$ cat src/rtl/led_event_stretcher_pkg.sv
// Shared definitions for the LED event stretcher.
//   stretch_state_e : per-channel FSM state (idle / holding a pulse)
//   cnt_width()     : counter width able to hold 0..max_val, never below 1 bit
package led_event_stretcher_pkg;

    typedef enum logic {
        ST_IDLE = 1'b0,
        ST_HOLD = 1'b1
    } stretch_state_e;

    function automatic int unsigned cnt_width(input int unsigned max_val);
        return (max_val > 0) ? $clog2(max_val + 1) : 1;
    endfunction

endpackage

$ cat src/rtl/led_event_stretcher_stretch_channel.sv
// One stretcher channel: hold FSM, blink phase generator and saturating
// event counter.
//   clk, rst  : clock, asynchronous active-high reset
//   trig      : accepted event for this channel (already edge-qualified)
//   clr_cnt   : synchronous clear of the event counter (wins over trig)
//   led       : LED drive, gated by the blink phase when blinking is enabled
//   active    : high for the whole hold window
//   evt_cnt   : saturating count of trig pulses
module stretch_channel
    import led_event_stretcher_pkg::*;
#(
    parameter int unsigned HOLD_CYCLES = 33554432,
    parameter int unsigned RETRIGGER   = 1,
    parameter int unsigned BLINK_HALF  = 0,
    parameter int unsigned EVT_CNT_W   = 8
) (
    input  logic                 clk,
    input  logic                 rst,
    input  logic                 trig,
    input  logic                 clr_cnt,
    output logic                 led,
    output logic                 active,
    output logic [EVT_CNT_W-1:0] evt_cnt
);

    localparam int unsigned HOLD_W  = cnt_width(HOLD_CYCLES);
    localparam int unsigned BLINK_W = cnt_width(BLINK_HALF);
    localparam logic [HOLD_W-1:0]  HOLD_LOAD  = HOLD_W'(HOLD_CYCLES - 1);
    localparam logic [BLINK_W-1:0] BLINK_LAST = (BLINK_HALF > 0) ? BLINK_W'(BLINK_HALF - 1) : '0;
    localparam logic BLINK_EN = (BLINK_HALF > 0);
    localparam logic RETRIG_EN = (RETRIGGER != 0);

    stretch_state_e     state;
    logic [HOLD_W-1:0]  hold_cnt;
    logic [BLINK_W-1:0] blink_cnt;
    logic               phase;

    always_ff @(posedge clk or posedge rst) begin
        if (rst) begin
            state     <= ST_IDLE;
            hold_cnt  <= '0;
            blink_cnt <= '0;
            phase     <= 1'b0;
        end else begin
            unique case (state)
                ST_IDLE: begin
                    if (trig) begin
                        state     <= ST_HOLD;
                        hold_cnt  <= HOLD_LOAD;
                        blink_cnt <= '0;
                        phase     <= 1'b1;
                    end
                end
                ST_HOLD: begin
                    // A retrigger on the final cycle reloads here, so the
                    // pulse extends without a gap.
                    if (trig && RETRIG_EN) begin
                        hold_cnt  <= HOLD_LOAD;
                        blink_cnt <= '0;
                        phase     <= 1'b1;
                    end else if (hold_cnt == '0) begin
                        state     <= ST_IDLE;
                        blink_cnt <= '0;
                        phase     <= 1'b0;
                    end else begin
                        hold_cnt <= hold_cnt - HOLD_W'(1);
                        if (blink_cnt == BLINK_LAST) begin
                            blink_cnt <= '0;
                            phase     <= ~phase;
                        end else begin
                            blink_cnt <= blink_cnt + BLINK_W'(1);
                        end
                    end
                end
            endcase
        end
    end

    assign active = (state == ST_HOLD);
    assign led    = active & (phase | ~BLINK_EN);

    // Counts every trig, including ones ignored for hold purposes.
    always_ff @(posedge clk or posedge rst) begin
        if (rst) begin
            evt_cnt <= '0;
        end else if (clr_cnt) begin
            evt_cnt <= '0;
        end else if (trig && (evt_cnt != '1)) begin
            evt_cnt <= evt_cnt + EVT_CNT_W'(1);
        end
    end

endmodule

$ cat src/rtl/led_event_stretcher.sv
// Multi-channel pulse stretcher for board indicators.
//   clk, rst : clock, asynchronous active-high reset
//   evt      : per-channel event inputs, synchronous to clk
//   clr_cnt  : synchronous clear of all event counters
//   led      : LED drive per channel (blinks when BLINK_HALF > 0)
//   active   : per-channel hold window
//   evt_cnt  : flattened counters, channel i at [i*EVT_CNT_W +: EVT_CNT_W]
module led_event_stretcher
    import led_event_stretcher_pkg::*;
#(
    parameter int unsigned NUM_CH      = 3,
    parameter int unsigned HOLD_CYCLES = 33554432,
    parameter int unsigned RETRIGGER   = 1,
    parameter int unsigned EDGE_MODE   = 1,
    parameter int unsigned BLINK_HALF  = 0,
    parameter int unsigned EVT_CNT_W   = 8
) (
    input  logic                          clk,
    input  logic                          rst,
    input  logic [NUM_CH-1:0]             evt,
    input  logic                          clr_cnt,
    output logic [NUM_CH-1:0]             led,
    output logic [NUM_CH-1:0]             active,
    output logic [NUM_CH*EVT_CNT_W-1:0]   evt_cnt
);

    logic [NUM_CH-1:0] evt_q;
    logic [NUM_CH-1:0] trig;

    // Resets to all ones so an input already high at reset release is not
    // seen as a rising edge.
    always_ff @(posedge clk or posedge rst) begin
        if (rst) begin
            evt_q <= '1;
        end else begin
            evt_q <= evt;
        end
    end

    assign trig = (EDGE_MODE != 0) ? (evt & ~evt_q) : evt;

    for (genvar i = 0; i < NUM_CH; i++) begin : g_ch
        stretch_channel #(
            .HOLD_CYCLES (HOLD_CYCLES),
            .RETRIGGER   (RETRIGGER),
            .BLINK_HALF  (BLINK_HALF),
            .EVT_CNT_W   (EVT_CNT_W)
        ) u_ch (
            .clk     (clk),
            .rst     (rst),
            .trig    (trig[i]),
            .clr_cnt (clr_cnt),
            .led     (led[i]),
            .active  (active[i]),
            .evt_cnt (evt_cnt[i*EVT_CNT_W +: EVT_CNT_W])
        );
    end

endmodule

$ cat config.mk
export PLATFORM = sky130hd
export DESIGN_NAME = led_event_stretcher
export DESIGN_NICKNAME = d
export VERILOG_FILES = /design/src/rtl/led_event_stretcher_pkg.sv /design/src/rtl/led_event_stretcher_stretch_channel.sv /design/src/rtl/led_event_stretcher.sv
export SDC_FILE = /design/constraint.sdc
export NUM_CORES = 1
export LEC_CHECK = 0
export ABC_AREA = 1
export BUFFER_PORTS_ARGS = -buffer_cell sky130_fd_sc_hd__buf_2
export CAP_MARGIN = 40
export CORE_MARGIN = 5
export CORE_UTILIZATION = 56
export DETAILED_ROUTE_END_ITERATION = 16
export PLACE_DENSITY = 0.84
export SYNTH_ARGS = -nofsm -noshare
export SYNTH_HDL_FRONTEND = slang
export SYNTH_SLANG_ARGS = --single-unit
$ cat constraint.sdc
create_clock -name clk -period 2.7 [get_ports clk]
set_input_delay 0 -clock clk [delete_from_list [all_inputs] [get_ports clk]]
set_output_delay 0 -clock clk [all_outputs]
set_load 0.005 [all_outputs]
==> impl_results.md <==
* Placed instance count at about 1200
* Worst Hold Class: primary input to flip-flop
* GP Congestion at 0.951
* Hold_sp: evt[1]
* Area grow syn2layout at 8.26%
* Max-slew violations at 0
* Worst r2r src: g_ch[1].u_ch.hold_cnt[0]
* Routed WL at 16000 um
* Vias per cell at 5.48
* Max rail drop VDD at 0.412 mV
* Pwr Density at 458 nW/um^2
* Final period utilization at 84.6%
* Initial Util at 56.6%
* Sequential share of the synthesized area at between 30% and 40%
* Layout cells sized above 1 at 12.9%
* Antenna Nets Post-Route at 0
* LEAKAGE at between 3 and 4 nW
* Maximum clock insertion buffer count at 2
* RSZ-0062 raised after global routing: no
* Dpl hpwl at 11300 um
* Synth Area in Compound Gates at between 7 and 8%
* Worst Path Required at 2.94 ns
* Endpoint type of the worst setup path: flip-flop
* Post-synth top flop: dfrtp_1
* Place WS at 0.428 ns
* Clock skew at 0.00772 ns
* Syn Nets at about 1000
* Port-buffer cells at 35
* Main combinational cell family by area after synthesis: simple AND/OR/NAND/NOR gates
* Post-Layout Cell Count at 1209
* Post-layout min period at 2.28 ns
* Synth Instances at 1011
* Post-synthesis mux area share at 0%
* DR DRC count at 0
* Post-CTS Setup Repair Bufs at 0
* Adder-Cell Fraction of Synth Area at ~1.1%
* Vias in the first global route at between 6000 and 7000
* Max-cap violation count at 0
* Initial antenna violation count at 0
* 1st-iter DRT viols at roughly 470
* Core area at 12500 sq um
* Fmax at 0.438 GHz
* Clk pin slew, worst setup/hold paths at 0.08 ns
* Num rows at 41
* Mean Syn Cell Area at 6.98 sq um
* Outcome: completed
* EDFF count, synth at 0
* Worst slew pin tran at 0.784 ns
* # nets final at 1044
* Post-synthesis instance area at slightly above 7000 sq um
* Clock Latency Late Sink at 0.36 ns
* Setup Viol. Count Final at 0
* Worst setup slack after layout at 0.416 ns
* Synth warnings at 0
* #FFs+latches synth at ~110
* Final hold viol count at 0
* CTS tree: done
* Antenna Diode Count at 0
* Overall die width at approximately 120 um
* Async S/R FF share, synth at 100%
* Total track usage at 23.1%
* CP max FO at 26
* Clk root buf: clkbuf_16
* Critical path type: flip-flop to flip-flop
* H-tree depth at 3
* XOR/XNOR share of the synthesized area at between 1 and 1.5%
* Ports at 36
* Commonest non-fill, non-tap cell in the layout: nand2_1
* Setup tns final at 0 ns
* Fillers at 1126
* Most frequent cells in the layout: nand2_1, nor2_1, inv_1
* WL per Instance at roughly 13 um
* Total global routing overflow at 0
* Largest net degree at the start of global routing at 75
* Height of the die at roughly 120 um
* DR pass1 iterations at 5
* Crit start category: flip-flop
* CP Launch Point: g_ch[1].u_ch.hold_cnt[0]
* Max_slew headroom at 47.6%
* Total chip power at between 0.003 and 0.004 W
* CTS Buf Count at 9
* DIE AREA at approximately 15000 sq um
* First-pass GRT wire length at 28400 um
* Post-Synth Simple-Gate Area at 42.5%
* CTS Sinks at roughly 110
* CP arrival at around 2.5 ns
* Via count at between 6000 and 7000
* Netlist cell types at 36
## power by group
group	switching [W]	internal [W]	total, W
Combinational	0.000239	0.000116	0.000355
Sequential	0.0000659	0.00169	0.00176
Clock	0.000650	0.000739	0.00139
## stage by stage
stage / utilization (%) / hold slack (ns) / area [sq um]
2_1_floorplan: - / 0.00448 / 7070
3_3_place_gp: 58.5 / 0.115 / 7290
3_5_place_dp: 58.5 / 0.117 / 7290
4_1_cts: 61.3 / 0.276 / 7640
5_1_grt: 61.3 / 0.296 / 7640
6_report: 61.3 / 0.291 / 7640
## area by class of cell
class                           instances  area (sq um)  area share, %
Clock buffer                           10           229           3.00
Clock inverter                          6          76.3          0.998
Inverter                              119           450           5.89
Multi-Input combinational cell        747          3680           48.1
Sequential cell                       108          2710           35.4
Tap cell                              172           215           2.82
Timing Repair Buffer                   47           290           3.80
## metal layers
metal  GRT usage, %  part of all wire [%]
met3           5.25                   5.1
met1           29.5                    44
met4           10.4                   3.0
met2           37.6                    48
met5              0                     0
## sequential cells by signal, summed over array words and instances, names as in the netlist
name and count:
evt_q 3, g_ch.u_ch.evt_cnt 24, g_ch.u_ch.active 3, g_ch.u_ch.hold_cnt 78
## final timing paths
kind	end	slack, ns	cells after the start
max in group asynchronous	g_ch[2].u_ch.hold_cnt[12]	1.54	4
worst max register to register	g_ch[1].u_ch.hold_cnt[12]	0.42	11
worst min register to register	g_ch[0].u_ch.hold_cnt[2]	0.53	2
worst max-delay path	g_ch[1].u_ch.hold_cnt[12]	0.42	11
worst min-delay path	evt_q[1]	0.29	2
min in group asynchronous	g_ch[1].u_ch.evt_cnt[7]	0.32	3
## what timing repair did
action	CTS	global route
hold endpoints to repair	42	0
gates resized for setup	0	0
hold buffers	5	0
## logic make-up after synthesis
| kind of cell | count (synthesis) |
|---|---|
| buffers and inverters | 156 |
| AND/OR/NAND/NOR | 651 |
| flip-flops | 108 |
| XOR/XNOR | 9 |
| AO/OA/AOI/OAI | 81 |
| adder cells (fa/ha/maj) | 6 |
## cell usage after synthesis (7+ instances only)
| cell | count | area share (%) |
|---|---|---|
| o21ai_1 | 8 | 0.57 |
| nor2_2 | 15 | 1.3 |
| nand2_2 | 11 | 0.97 |
| dfrtp_1 | 105 | 37 |
| nor3_1 | 8 | 0.57 |
| o21ai_0 | 30 | 2.1 |
| clkbuf_1 | 16 | 0.85 |
| nand4_1 | 83 | 7.4 |
| nand2_1 | 260 | 14 |
| a21oi_1 | 10 | 0.71 |
| xor2_1 | 7 | 0.87 |
| o21ai_2 | 28 | 3.5 |
| nand3_1 | 112 | 7.9 |
| buf_6 | 8 | 1.3 |
| nor2_1 | 144 | 7.7 |
| inv_1 | 115 | 6.1 |
| buf_4 | 8 | 0.85 |
## critical path, cell delays in order (launching register included)
cell and delay (ns):
dfrtp_1 0.40, inv_1 0.15, ha_1 0.27, nand2_2 0.11, nor2_4 0.20, inv_2 0.07, nor2_2 0.09, nand2_2 0.18
nand2_4 0.22, nand2_4 0.24, nand2_1 0.17, o21ai_2 0.06
Note: power is estimated with default switching activity, not from simulation.
